==> src/rtl/nn_pkg.sv <==
`default_nettype none
// ============================================================================
// Module  : nn_pkg
// Brief   : Q15.16 number format, layer weight/bias tables and saturation
//           helpers shared by the fully-connected layer blocks.
// Revision: 1.0 - initial release
// ============================================================================
package nn_pkg;

    localparam int FRAC_BITS = 16;
    localparam int ACC_W     = 48;
    localparam int N_IN      = 6;
    localparam int N_OUT     = 4;

    typedef logic signed [31:0]      q_t;
    typedef logic signed [ACC_W-1:0] acc_t;

    localparam q_t SAT_MAX = 32'sh7FFF_FFFF;
    localparam q_t SAT_MIN = 32'sh8000_0000;
    localparam q_t Q_ONE   = 32'sh0001_0000;
    localparam q_t Q_HALF  = 32'sh0000_8000;

    typedef enum logic [1:0] {
        ST_IDLE = 2'd0,
        ST_ACC  = 2'd1,
        ST_DONE = 2'd2
    } state_t;

    // Zero-based indices: neuron j draws 1.0 from input j and 0.5 from input j+2.
    function automatic q_t l1_weight(input int j, input int i);
        if (i == j) begin
            return Q_ONE;
        end else if (i == j + 2) begin
            return Q_HALF;
        end else begin
            return '0;
        end
    endfunction

    function automatic q_t l1_bias(input int j);
        case (j)
            0:       return Q_ONE;
            1:       return 32'shFFFF_0000;
            2:       return Q_HALF;
            default: return '0;
        endcase
    endfunction

    function automatic q_t sat_relu(input acc_t a);
        acc_t c;
        if (a > acc_t'(SAT_MAX)) begin
            c = acc_t'(SAT_MAX);
        end else if (a < acc_t'(SAT_MIN)) begin
            c = acc_t'(SAT_MIN);
        end else begin
            c = a;
        end
        return c[ACC_W-1] ? '0 : q_t'(c);
    endfunction

endpackage
`default_nettype wire

==> src/rtl/mac.sv <==
`default_nettype none
// ============================================================================
// Module  : mac
// Brief   : Signed 32x32 multiply, Q15.16 rescale (floor), 48-bit accumulate.
// Revision: 1.0 - initial release
// ============================================================================
module mac
    import nn_pkg::*;
(
    input  logic clk_i,
    input  logic clr_i,
    input  logic en_i,
    input  q_t   w_i,
    input  q_t   x_i,
    output acc_t acc_o
);

    logic signed [63:0] prod;
    acc_t               acc_q;
    acc_t               acc_d;

    assign prod = w_i * x_i;

    // Arithmetic shift floors toward minus infinity; the result always fits 48 bits.
    always_comb begin
        acc_d = acc_q;
        if (en_i) begin
            acc_d = acc_q + acc_t'(prod >>> FRAC_BITS);
        end
    end

    always_ff @(posedge clk_i) begin
        if (clr_i) begin
            acc_q <= '0;
        end else begin
            acc_q <= acc_d;
        end
    end

    assign acc_o = acc_q;

endmodule
`default_nettype wire

==> src/rtl/layer6to4.sv <==
`default_nettype none
// ============================================================================
// Module  : layer6to4
// Brief   : 6-input / 4-neuron fully-connected ReLU layer, one input per cycle.
// Revision: 1.0 - initial release
// ============================================================================
module layer6to4
    import nn_pkg::*;
(
    input  logic        clk_x70,
    input  logic        reset_x70,
    input  logic [31:0] x1_x70,
    input  logic [31:0] x2_x70,
    input  logic [31:0] x3_x70,
    input  logic [31:0] x4_x70,
    input  logic [31:0] x5_x70,
    input  logic [31:0] x6_x70,
    output logic [31:0] y1_x70,
    output logic [31:0] y2_x70,
    output logic [31:0] y3_x70,
    output logic [31:0] y4_x70,
    output logic        done_x70
);

    state_t     state_q, state_d;
    logic [2:0] step_q, step_d;
    logic       done_q, done_d;
    q_t         x_q [N_IN];
    q_t         y_q [N_OUT];
    q_t         y_d [N_OUT];
    acc_t       acc [N_OUT];
    logic       mac_en;
    q_t         x_sel;

    always_ff @(posedge clk_x70) begin
        if (reset_x70) begin
            state_q <= ST_IDLE;
            step_q  <= '0;
            done_q  <= 1'b0;
            for (int j = 0; j < N_OUT; j++) begin
                y_q[j] <= '0;
            end
            x_q[0] <= x1_x70;
            x_q[1] <= x2_x70;
            x_q[2] <= x3_x70;
            x_q[3] <= x4_x70;
            x_q[4] <= x5_x70;
            x_q[5] <= x6_x70;
        end else begin
            state_q <= state_d;
            step_q  <= step_d;
            done_q  <= done_d;
            y_q     <= y_d;
        end
    end

    always_comb begin
        x_sel = '0;
        for (int i = 0; i < N_IN; i++) begin
            if (step_q == 3'(i)) begin
                x_sel = x_q[i];
            end
        end
    end

    // Steps 0..5 accumulate; a counter value of 6 marks the bias/saturate edge.
    always_comb begin
        state_d = state_q;
        step_d  = step_q;
        done_d  = done_q;
        y_d     = y_q;
        mac_en  = 1'b0;
        case (state_q)
            ST_IDLE: begin
                mac_en  = 1'b1;
                step_d  = 3'd1;
                state_d = ST_ACC;
            end
            ST_ACC: begin
                if (step_q <= 3'd5) begin
                    mac_en = 1'b1;
                    step_d = step_q + 3'd1;
                end else begin
                    for (int j = 0; j < N_OUT; j++) begin
                        y_d[j] = sat_relu(acc[j] + acc_t'(l1_bias(j)));
                    end
                    done_d  = 1'b1;
                    state_d = ST_DONE;
                end
            end
            ST_DONE: begin
                state_d = ST_DONE;
            end
            default: begin
                state_d = ST_IDLE;
            end
        endcase
    end

    for (genvar j = 0; j < N_OUT; j++) begin : g_neuron
        q_t w;
        assign w = l1_weight(j, int'(step_q));

        mac u_mac (
            .clk_i (clk_x70),
            .clr_i (reset_x70),
            .en_i  (mac_en),
            .w_i   (w),
            .x_i   (x_sel),
            .acc_o (acc[j])
        );
    end

    assign y1_x70   = y_q[0];
    assign y2_x70   = y_q[1];
    assign y3_x70   = y_q[2];
    assign y4_x70   = y_q[3];
    assign done_x70 = done_q;

endmodule
`default_nettype wire

==> config.mk <==
export PLATFORM = sky130hd
export DESIGN_NAME = layer6to4
export DESIGN_NICKNAME = d
export VERILOG_FILES = /design/src/rtl/nn_pkg.sv /design/src/rtl/mac.sv /design/src/rtl/layer6to4.sv
export SDC_FILE = /design/constraint.sdc
export NUM_CORES = 1
export LEC_CHECK = 0
export CELL_PAD_IN_SITES_DETAIL_PLACEMENT = 1
export CELL_PAD_IN_SITES_GLOBAL_PLACEMENT = 1
export CORE_ASPECT_RATIO = 0.8
export CORE_UTILIZATION = 40
export CTS_BUF_LIST = sky130_fd_sc_hd__clkbuf_8
export DETAILED_ROUTE_END_ITERATION = 12
export PLACE_DENSITY = 0.8
export SYNTH_ARGS = -nofsm -noshare
export SYNTH_HDL_FRONTEND = slang
export SYNTH_SLANG_ARGS = --single-unit
==> constraint.sdc <==
create_clock -name clk_x70 -period 23.7 [get_ports clk_x70]
set_input_delay 7.11 -clock clk_x70 [delete_from_list [all_inputs] [get_ports clk_x70]]
set_output_delay 7.11 -clock clk_x70 [all_outputs]
set_load 0.03 [all_outputs]
==> parameters.txt <==
Parameter                              Value

Timing
  Post-route setup slack    13.45 ns
  Worst rel slew slack    0.177
  RSZ-0062 raised after global routing    false
  Slew @ Worst Pin    1.23 ns
  Worst hold slack    0.474 ns
  Minimum clock period after layout    10.25 ns
  Final period util    0.433
  Number of setup violations in the final report    0
  Final clock skew    0.0524 ns
  Total count of hold-check failures in the final report    0
  Upper clock frequency limit    97.6 MHz
  Final-report max-slew violation count    0
  Setup Total Neg Slack    0 ns

Power and ir drop
  Power density relative to cell area    119 nW/um^2
  Total design power    5.83 mW
  Peak supply drop    0.108 mV
  Static Leakage    22.9 nW

Synthesis
  Synthesis-stage register bit count    518
  Gate count after technology mapping    4976
  Sequential element share of the synthesized area    0.292
  Netlist area before placement    42200 sq um
  Number of enable-type register cells in the synthesized netlist    192
  Top FF cell, synth    sky130_fd_sc_hd__dfxtp_1
  Synth async-reset ratio    0
  Mapped Avg Cell Area    8.47 sq um
  Unique cell type count in the Yosys netlist    82
  Number of synthesis warnings    0

Critical path
  Reg-to-reg slack, setup    13.45 ns
  Signal arrival time at the worst endpoint    10.93 ns
  WS Path Type    flip-flop to flip-flop
  Startpoint of the worst register-to-register path    step_q[0]
  Worst Setup EP    g_neuron[1].u_mac.acc_o[39]
  Capturing element type of the critical path    flip-flop
  Slowest stage cell, crit path    sky130_fd_sc_hd__buf_4
  Depth of the worst register-to-register path    40
  End of the worst register-to-register path    g_neuron[1].u_mac.acc_o[39]
  Slowest stage delay, CP    0.62 ns
  Worst setup path startpoint    step_q[0]
  Maximum fanout along the worst path    62
  Kind of start point of the critical path    flip-flop
  Most Frequent Cell on Critical Path    sky130_fd_sc_hd__ha_1
  Required time of the critical path    24.38 ns

Cells and area
  Signed area change from the synthesized netlist to the final layout    16.0%
  Share of cells above drive strength 1    0.0462
  Final Net Count    6230

Floorplan
  Core Region    105000 sq um
  Num ports    323
  Number of core rows    106
  Y dimension of the die    292 um
  Die Footprint    107000 sq um
  Die Wd    365 um
  Initial cell density of the core    0.403

Detailed routing
  Iteration-0 DRC Markers    2855
  Remaining number of nets flagged by the antenna check after routing    0
  Average routed wire per standard cell    21.2 um
  Total length of routed wires    144000 um
  Pre-Repair DR Iteration Count    5
  DRC    0
  DR vias    39037
  Vias per Instance    5.75

Job
  Max Cap Violations    0

Global route
  Largest net degree at the start of global routing    162
  Residual overflow from global routing    0
  Overall routing resource usage    0.263
  Number of antenna violations at the first check in global routing    17
  First-pass GRT wire length    223000 um
  Vias in the first global route    39458

Clock network
  Maximum clock insertion buffer count    3
  TritonCTS clock tree    yes
  CTS root buffer    sky130_fd_sc_hd__clkbuf_8
  Number of buffers inserted by post-CTS setup repair    0
  Number of hold buffers added after cts    0
  TritonCTS buffer count    92
  Total of cells resized after clock tree synthesis    0
  Insertion delay of the later-clocked pin in the worst-skew pair    0.80 ns
  CTS clock-pin slew for the worst setup and hold paths    0.07 ns
  Number of levels the H-tree was split into    3
  Number of clock sinks    518

Place
  Placer congestion estimate    0.932
  Count of buffers inserted at the top-level ports    322
  Worst slack at placement    13.75 ns
  HPWL after DPL    111000 um

Worst hold path
  Hold WC Path Type    flip-flop to flip-flop

Run status
  Result of the run    complete, no violations
## power by group
part	leakage [nW]	total (mW)	switching, mW	internal, mW
clock network	1.04	0.877	0.420	0.457
logic	17.3	3.74	2.35	1.39
registers	4.53	1.21	0.154	1.05
## placed cells by master, fill, tap and decap left out, types with 12 or more instances in the layout
cell	count
sky130_fd_sc_hd__clkdlybuf4s50_1	321
sky130_fd_sc_hd__a31oi_1	42
sky130_fd_sc_hd__clkbuf_8	106
sky130_fd_sc_hd__nand2_1	666
sky130_fd_sc_hd__edfxtp_1	192
sky130_fd_sc_hd__xnor2_1	210
sky130_fd_sc_hd__inv_1	120
sky130_fd_sc_hd__nor2_1	379
sky130_fd_sc_hd__o211ai_1	35
sky130_fd_sc_hd__and2_1	35
sky130_fd_sc_hd__and3_1	53
sky130_fd_sc_hd__a221oi_1	36
sky130_fd_sc_hd__fa_1	12
sky130_fd_sc_hd__a211oi_1	38
sky130_fd_sc_hd__or4_1	15
sky130_fd_sc_hd__or3_1	23
sky130_fd_sc_hd__o22ai_1	20
sky130_fd_sc_hd__a21oi_2	32
sky130_fd_sc_hd__o31ai_1	23
sky130_fd_sc_hd__ha_1	726
sky130_fd_sc_hd__dfxtp_1	326
sky130_fd_sc_hd__and4_1	14
sky130_fd_sc_hd__a21oi_1	496
sky130_fd_sc_hd__nor3_1	82
sky130_fd_sc_hd__a21o_1	182
sky130_fd_sc_hd__buf_4	34
sky130_fd_sc_hd__nand3_1	127
sky130_fd_sc_hd__nand4_1	54
sky130_fd_sc_hd__o311ai_0	38
sky130_fd_sc_hd__nand2b_1	41
sky130_fd_sc_hd__conb_1	84
sky130_fd_sc_hd__nor2b_1	35
sky130_fd_sc_hd__nor4_1	26
sky130_fd_sc_hd__o21ai_0	355
sky130_fd_sc_hd__o21bai_1	38
sky130_fd_sc_hd__xor2_1	116
sky130_fd_sc_hd__diode_2	15
sky130_fd_sc_hd__o21a_1	29
## stage by stage
stage / utilization / cell area (sq um) / std cells
detailed placement: 0.450 / 47000 / 6607
global placement: 0.450 / 47000 / 6607
global route: 0.468 / 48900 / 6783
finish: 0.468 / 48900 / 6784
CTS: 0.468 / 48900 / 6769
floorplan: - / 42500 / 5059
## worst min-delay path by stage
stage,from,to,cells past startpoint
2_1_floorplan,state_q[1],state_q[1],2
3_3_place_gp,state_q[1],state_q[1],2
3_5_place_dp,done_x70,done_x70,2
4_1_cts,state_q[1],state_q[1],2
5_1_grt,done_x70,done_x70,2
6_report,done_x70,done_x70,2
## layer usage
metal / wire length (um) / track usage
met5: 13 / 0
met1: 65000 / 0.348
met3: 6420 / 0.0397
met2: 67500 / 0.432
met4: 4920 / 0.0960
## critical path, delay by kind of cell (launching register included)
kind	cells	cell delay, ns
buffers and inverters	3	0.81
AND/OR/NAND/NOR	7	1.40
AO/OA/AOI/OAI	19	4.92
XOR/XNOR	1	0.16
adder cells (fa/ha/maj)	10	2.42
flip-flops	1	0.39
## synthesized netlist by cell type, types with 35 or more instances
library cell	instances	area share
sky130_fd_sc_hd__ha_1	727	0.22
sky130_fd_sc_hd__nand2_1	668	0.059
sky130_fd_sc_hd__a21oi_1	498	0.059
sky130_fd_sc_hd__nor2_1	382	0.034
sky130_fd_sc_hd__o21ai_0	355	0.042
sky130_fd_sc_hd__dfxtp_1	326	0.15
sky130_fd_sc_hd__xnor2_1	210	0.044
sky130_fd_sc_hd__clkbuf_1	193	0.017
sky130_fd_sc_hd__edfxtp_1	192	0.14
sky130_fd_sc_hd__a21o_1	182	0.032
sky130_fd_sc_hd__nand3_1	127	0.015
sky130_fd_sc_hd__xor2_1	116	0.024
sky130_fd_sc_hd__inv_1	96	0.0085
sky130_fd_sc_hd__nor3_1	82	0.0097
sky130_fd_sc_hd__nand4_1	54	0.0080
sky130_fd_sc_hd__and3_1	53	0.0079
sky130_fd_sc_hd__a31oi_1	42	0.0062
sky130_fd_sc_hd__nand2b_1	42	0.0062
sky130_fd_sc_hd__nor2b_1	41	0.0061
sky130_fd_sc_hd__a211oi_1	39	0.0069
sky130_fd_sc_hd__o21bai_1	38	0.0068
sky130_fd_sc_hd__o311ai_0	38	0.0079
sky130_fd_sc_hd__and2_1	37	0.0055
sky130_fd_sc_hd__a221oi_1	36	0.0075
sky130_fd_sc_hd__o211ai_1	35	0.0062
## flip-flops by register name, indices dropped and copies added, names as in the netlist
signal,flops
y2_x70,32
y4_x70,32
y1_x70,32
x_q,192
step_q,3
done_x70,1
state_q,2
y3_x70,32
g_neuron.u_mac.acc_o,192
## logic make-up (layout without fill, tap and decap cells)
kind of cell	after synthesis	count (layout)	share of synthesized area
buffers and inverters	310	616	0.0284
DFF	518	518	0.292
and+or+nand+nor	1597	1597	0.171
xor gates and xnor gates	328	328	0.0689
AOI/OAI and AO/OA	1481	1481	0.218
muxes	2	2	0.000475
adders and majority gates	739	739	0.221
other	1	99	0.0000889
## layout make-up
cell class	instances	area (sq um)
sequential	518	12300
inverter	96	363
tap	1404	1760
multi-input combinational	4231	29100
timing repair buffer	358	3520
antenna	15	37.5
fill	12501	55600
clock inverter	56	418
clock buffer	106	1460
(Power assumes the default switching activity.)
